File: src/rtl/alu_pkg.sv
// Shared definitions for the sequential ALU: unit-select encodings and the
// multiply sequencer state type.
package alu_pkg;

  localparam logic [2:0] UNIT_ADD      = 3'b000;
  localparam logic [2:0] UNIT_PASS_SRC = 3'b001;
  localparam logic [2:0] UNIT_SHIFT    = 3'b010;
  localparam logic [2:0] UNIT_MUL      = 3'b011;
  localparam logic [2:0] UNIT_OR       = 3'b100;
  localparam logic [2:0] UNIT_XOR      = 3'b101;
  localparam logic [2:0] UNIT_AND      = 3'b110;
  localparam logic [2:0] UNIT_PASS_ACC = 3'b111;

  typedef enum logic {
    IDLE = 1'b0,
    MUL  = 1'b1
  } state_t;

endpackage

File: src/rtl/barrel_shift_p.sv
// Combinational logical shifter. It returns the shifted word and the last bit
// shifted out, which is 0 for a zero shift amount.
module barrel_shift_p #(
  parameter int  WIDTH = 8,
  localparam int SHW   = $clog2(WIDTH)
) (
  input  logic [WIDTH-1:0] data,
  input  logic [SHW-1:0]   amt,
  input  logic             right,
  output logic [WIDTH-1:0] res,
  output logic             out_bit
);

  // One guard bit sits beside the word on the side the bits leave from.
  // After the shift, that guard position holds the last bit pushed out.
  logic [WIDTH:0] ext_l;
  logic [WIDTH:0] ext_r;

  assign ext_l = {1'b0, data} << amt;
  assign ext_r = {data, 1'b0} >> amt;

  always_comb begin
    if (right) begin
      res     = ext_r[WIDTH:1];
      out_bit = ext_r[0];
    end else begin
      res     = ext_l[WIDTH-1:0];
      out_bit = ext_l[WIDTH];
    end
  end

endmodule

File: src/rtl/seq_alu.sv
// Sequential ALU. Single-cycle operations finish at the edge that accepts
// them. An unsigned multiply runs WIDTH shift-add iterations.
module seq_alu
  import alu_pkg::*;
#(
  parameter int WIDTH = 8
) (
  input  logic             clk_in,
  input  logic             rst_in,
  input  logic             start_in,
  input  logic [2:0]       unit_sel_in,
  input  logic             op_sel_in,
  input  logic             mul_seg_sel_in,
  input  logic [WIDTH-1:0] acc_in,
  input  logic [WIDTH-1:0] src_in,
  output logic             busy_out,
  output logic             done_out,
  output logic [WIDTH-1:0] alu_res_out,
  output logic             carry_out,
  output logic             zero_out
);

  localparam int SHW = $clog2(WIDTH);

  state_t             state_q, state_d;
  logic               accept;
  logic               mul_start;
  logic               mul_last;

  logic [WIDTH-1:0]   mcand_q;
  logic [WIDTH-1:0]   mplier_q;
  logic [2*WIDTH-1:0] prod_q;
  logic [2*WIDTH-1:0] prod_next;
  logic [SHW-1:0]     cnt_q;
  logic               seg_q;
  logic [WIDTH-1:0]   addend;
  logic [WIDTH:0]     mul_sum;
  logic [WIDTH-1:0]   mul_res;

  logic [WIDTH:0]     add_sum;
  logic [WIDTH-1:0]   shift_res;
  logic               shift_bit;
  logic [WIDTH-1:0]   op_res;
  logic               op_carry;

  assign busy_out = (state_q == MUL);

  // Subtraction is done as acc + ~src + 1, so the carry out means "no borrow".
  assign add_sum = {1'b0, acc_in}
                 + {1'b0, (op_sel_in ? ~src_in : src_in)}
                 + {{WIDTH{1'b0}}, op_sel_in};

  barrel_shift_p #(.WIDTH(WIDTH)) u_shift (
    .data    (acc_in),
    .amt     (src_in[SHW-1:0]),
    .right   (op_sel_in),
    .res     (shift_res),
    .out_bit (shift_bit)
  );

  // NOTE: every signal written in always_comb is given a default first.
  // Without that, a path that skips an assignment infers a latch.
  always_comb begin
    op_res   = '0;
    op_carry = 1'b0;
    case (unit_sel_in)
      UNIT_ADD:      begin op_res = add_sum[WIDTH-1:0]; op_carry = add_sum[WIDTH]; end
      UNIT_PASS_SRC: op_res = src_in;
      UNIT_SHIFT:    begin op_res = shift_res; op_carry = shift_bit; end
      UNIT_OR:       op_res = acc_in | src_in;
      UNIT_XOR:      op_res = acc_in ^ src_in;
      UNIT_AND:      op_res = acc_in & src_in;
      UNIT_PASS_ACC: op_res = acc_in;
      default:       op_res = '0;
    endcase
  end

  // Each iteration adds the multiplicand into the high half, then shifts the
  // product right by one. The adder carry becomes the new top bit.
  assign addend    = mplier_q[0] ? mcand_q : '0;
  assign mul_sum   = {1'b0, prod_q[2*WIDTH-1:WIDTH]} + {1'b0, addend};
  assign prod_next = {mul_sum, prod_q[WIDTH-1:1]};
  assign mul_res   = seg_q ? prod_next[2*WIDTH-1:WIDTH] : prod_next[WIDTH-1:0];
  assign mul_last  = (cnt_q == SHW'(WIDTH - 1));

  always_comb begin
    state_d   = state_q;
    accept    = 1'b0;
    mul_start = 1'b0;
    case (state_q)
      IDLE: begin
        if (start_in) begin
          accept = 1'b1;
          if (unit_sel_in == UNIT_MUL) begin
            mul_start = 1'b1;
            state_d   = MUL;
          end
        end
      end
      MUL: begin
        if (mul_last) state_d = IDLE;
      end
      default: state_d = IDLE;
    endcase
  end

  // NOTE: sequential state is updated with non-blocking assignments, so every
  // flop samples values from before the edge no matter how the blocks are ordered.
  always_ff @(posedge clk_in or posedge rst_in) begin
    if (rst_in) state_q <= IDLE;
    else        state_q <= state_d;
  end

  // NOTE: the multiply working registers are few and are reset along with the
  // outputs. An aborted multiply therefore leaves no stale operands behind.
  always_ff @(posedge clk_in or posedge rst_in) begin
    if (rst_in) begin
      alu_res_out <= '0;
      carry_out   <= 1'b0;
      zero_out    <= 1'b0;
      done_out    <= 1'b0;
      mcand_q     <= '0;
      mplier_q    <= '0;
      prod_q      <= '0;
      cnt_q       <= '0;
      seg_q       <= 1'b0;
    end else begin
      done_out <= 1'b0;

      if (accept && !mul_start) begin
        alu_res_out <= op_res;
        carry_out   <= op_carry;
        zero_out    <= (op_res == '0);
        done_out    <= 1'b1;
      end

      if (mul_start) begin
        mcand_q  <= acc_in;
        mplier_q <= src_in;
        prod_q   <= '0;
        cnt_q    <= '0;
        seg_q    <= mul_seg_sel_in;
      end

      if (state_q == MUL) begin
        prod_q   <= prod_next;
        mplier_q <= mplier_q >> 1;
        cnt_q    <= cnt_q + SHW'(1);
        if (mul_last) begin
          alu_res_out <= mul_res;
          carry_out   <= |prod_next[2*WIDTH-1:WIDTH];
          zero_out    <= (mul_res == '0);
          done_out    <= 1'b1;
        end
      end
    end
  end

endmodule

File: config.mk
export PLATFORM = sky130hd
export DESIGN_NAME = seq_alu
export DESIGN_NICKNAME = d
export VERILOG_FILES = /design/src/rtl/alu_pkg.sv /design/src/rtl/barrel_shift_p.sv /design/src/rtl/seq_alu.sv
export SDC_FILE = /design/constraint.sdc
export NUM_CORES = 1
export LEC_CHECK = 0
export CORE_MARGIN = 3
export CORE_UTILIZATION = 25
export CTS_CLUSTER_DIAMETER = 60
export DETAILED_ROUTE_END_ITERATION = 16
export PLACE_DENSITY = 0.54
export SLEW_MARGIN = 20
export SYNTH_ARGS = -nofsm -noshare
export SYNTH_HDL_FRONTEND = slang
export SYNTH_SLANG_ARGS = --single-unit
File: constraint.sdc
create_clock -name clk_in -period 2.3 [get_ports clk_in]
set_input_delay 0.46 -clock clk_in [delete_from_list [all_inputs] [get_ports clk_in]]
set_output_delay 0.46 -clock clk_in [all_outputs]
set_load 0.05 [all_outputs]
==> results by group <==
Min path
  • HP Class: reg -> reg
  • Hold Crit Start: mplier_q[7]$_DFFE_PP0P_
  • Hold Crit Depth: 2
  • Worst Hold End: mplier_q[6]$_DFFE_PP0P_

Critical path
  • R2R depth: 11
  • Crit Path Max Fanout: 2
  • WP data required: 2.50 ns
  • Reg2reg start: mplier_q[0]$_DFFE_PP0P_
  • Worst Setup End Kind: flop
  • Reg2Reg Setup Slack: -0.26 ns
  • Type of origin of the critical path: input pin
  • Worst R2R End: zero_out$_DFF_PP0_
  • Setup CP Type: in -> reg
  • CP arrival: 2.82 ns

Detailed routing
  • Iter 0 DRT Violations: approximately 340
  • Post-route DRC: 0
  • WL final: 13.61 mm
  • Final ANT Viol Nets: 0
  • Average routed wire per standard cell: 15.91 um
  • Pre-antenna DRT Iters: 5
  • Vias: approximately 4200
  • Vias/cell: 4.954

STA
  • Slew @ Worst Pin: 0.6482 ns
  • Worst Slack Setup Final: -0.3253 ns
  • Max-slew headroom at the worst pin: 56.79%
  • Final critical-path share of the clock period: 114.1%
  • Fin. max-slew vios: 0
  • RSZ-0062 raised after global routing: true
  • Final-report hold violation count: 0
  • Endpoints failing setup: 6
  • TNS Setup: -0.6558 ns
  • Minimum clock period: ~2.6 ns
  • Clock Skews: 0.008800 ns
  • Max Fclk: 380.9 MHz

GRT
  • Initial antenna violation count: 0
  • Vias in the first global route: around 4300
  • First-pass GRT wire length: 22.20 mm
  • Gr ovfl total: 0
  • Largest net degree at the start of global routing: slightly below 50
  • GR Util All Layers: 14.97%

Synthesis
  • Syn avg cell area: 8.253 um^2
  • Ys Warns: 0
  • Number of synthesized flops with an enable pin: 0
  • Cells after Synth: 495
  • Asr flop ratio synth: 100.0%
  • Ys flop type: dfrtp_1
  • Post-synth cell types: 57
  • Syn_nets: 555
  • Synthesis-stage register bit count: between 40 and 50
  • Netlist Area Pre-Place: around 4100 um^2
  • Post-synthesis sequential area ratio: 28.79%

Job
  • Max_cap viols: 0

Clock network
  • Clock root buffer: clkbuf_16
  • Reg clk slew, reported paths: 0.07 ns
  • Worst skew pair latency: 0.29 ns
  • CTS sink cnt: 47
  • CTS Buf Count: 5
  • Max clock buf depth: 2
  • CTS HTree Levels: 2
  • CTS tree: done

Run status
  • Failing checks: negative setup slack
  • Status: finished with violations

Floorplanning
  • Die width: around 130 um
  • Boundary Pins: 36
  • Site Rows: 46
  • Die area: 17910 um^2
  • Die Y: 133.8 um
  • Placeable Area: 15940 um^2
  • Starting density of the core: about 26%

Placed design
  • DP HPWL: 10.14 mm
  • Dpl cell area: about 5500 um^2
  • Routability Congestion: slightly below 0.9
  • Port bufs: 35

Finish
  • Area Overhead vs Synth: 52.47%
  • Share of cells above drive strength 1: a little over a third
  • Filler cells: roughly 1600
  • Commonest non-fill, non-tap cell in the layout: buf_4
  • Post-route cell area: 6228 um^2
  • # diodes: 0
  • Final net count: 698
  • Most frequent cells in the layout: buf_4 (111), nand2_1 (56), dfrtp_1 (47)

Pwr
  • Pwr Density: 841.1 nW/um^2
  • VDD IR-drop max: 0.3786 mV
  • Leakage: 2.864 nW
## worst max-delay path, stage by stage
cell             delay, ns
clkdlybuf4s50_1       0.48
inv_1                 0.05
ha_1                  0.28
mux2_1                0.28
a22oi_1               0.14
o22ai_1               0.11
a31oi_1               0.16
o211a_1               0.19
nand3_1               0.09
or3_4                 0.38
a221oi_2              0.21
## state kept, by name, summed over array words and instances (netlist names)
| name | count |
|---|---|
| prod_q | 15 |
| zero_out | 1 |
| mcand_q | 8 |
| cnt_q | 3 |
| carry_out | 1 |
| busy_out | 1 |
| mplier_q | 8 |
| seg_q | 1 |
| alu_res_out | 8 |
| done_out | 1 |
## worst max path at each step
stage | startpoint | end
floorplan | src_in[1] | zero_out$_DFF_PP0_
global placement | src_in[0] | zero_out$_DFF_PP0_
detailed placement | op_sel_in | zero_out$_DFF_PP0_
CTS | src_in[0] | zero_out$_DFF_PP0_
global route | acc_in[6] | zero_out$_DFF_PP0_
finish | acc_in[6] | zero_out$_DFF_PP0_
## power by group
group,internal [mW],switching [mW]
clock,0.401,0.323
combinational,1.45,1.62
sequential,1.17,0.269
## cells in the mapped netlist (9+ instances only)
master    count  area [um^2]
ha_1         34        425.4
a211oi_1     10        75.07
nand2_1      58        217.7
mux2_2       11        123.9
o22ai_1       9        56.30
inv_1        24        90.09
o21ai_0      45        225.2
a21oi_1      27        135.1
mux2i_1      26        260.3
xnor2_1      10        87.58
nand2b_1      9        56.30
clkbuf_1     21        78.83
dfrtp_1      47         1176
nor2_1       44        165.2
## stage by stage
stage	util (%)	hold WS, ns	power (mW)	instances	worst slack, ns
global route	39.07	0.5201	5.596	855	-0.3714
finish	39.07	0.4919	5.239	855	-0.3253
CTS	37.51	0.5011	5.112	849	-0.4442
global placement	34.58	0.4699	4.080	831	-1.055
floorplan	-	0.4533	2.965	495	-0.6102
detailed placement	34.58	0.4850	4.117	831	-1.127
## area by class of cell
class | instances | area [um^2] | area share (%)
Tap cell | 216 | 270.3 | 4.339
Clock inverter | 3 | 20.02 | 0.3214
Timing Repair Buffer | 167 | 1468 | 23.56
Clock buffer | 5 | 125.1 | 2.009
Sequential cell | 47 | 1176 | 18.88
Multi-Input combinational cell | 388 | 3059 | 49.12
Inverter | 29 | 110.1 | 1.768
## what timing repair did
item	CTS	global route
setup endpoints to repair	19	25
hold buffers	0	0
setup buffers	11	6
pin swaps	33	32
resized for setup	84	58
## cells by family after synthesis
| logic type | after synthesis | synth area share, % |
|---|---|---|
| AND/OR/NAND/NOR | 159 | 18.01 |
| flip-flops | 47 | 28.79 |
| adder cells (fa/ha/maj) | 36 | 11.39 |
| AO/OA/AOI/OAI | 136 | 21.62 |
| buffers and inverters | 60 | 5.758 |
| XOR/XNOR | 17 | 3.645 |
| multiplexers | 40 | 10.78 |
## metal layers
metal	share of wire [%]	GRT usage [%]	wire length, um
met1	45	19.71	6094
met2	50	26.64	6811
met5	0	0	0
met3	3.0	1.463	413
met4	2.1	3.257	286
Power figures use the tool's default switching activity.
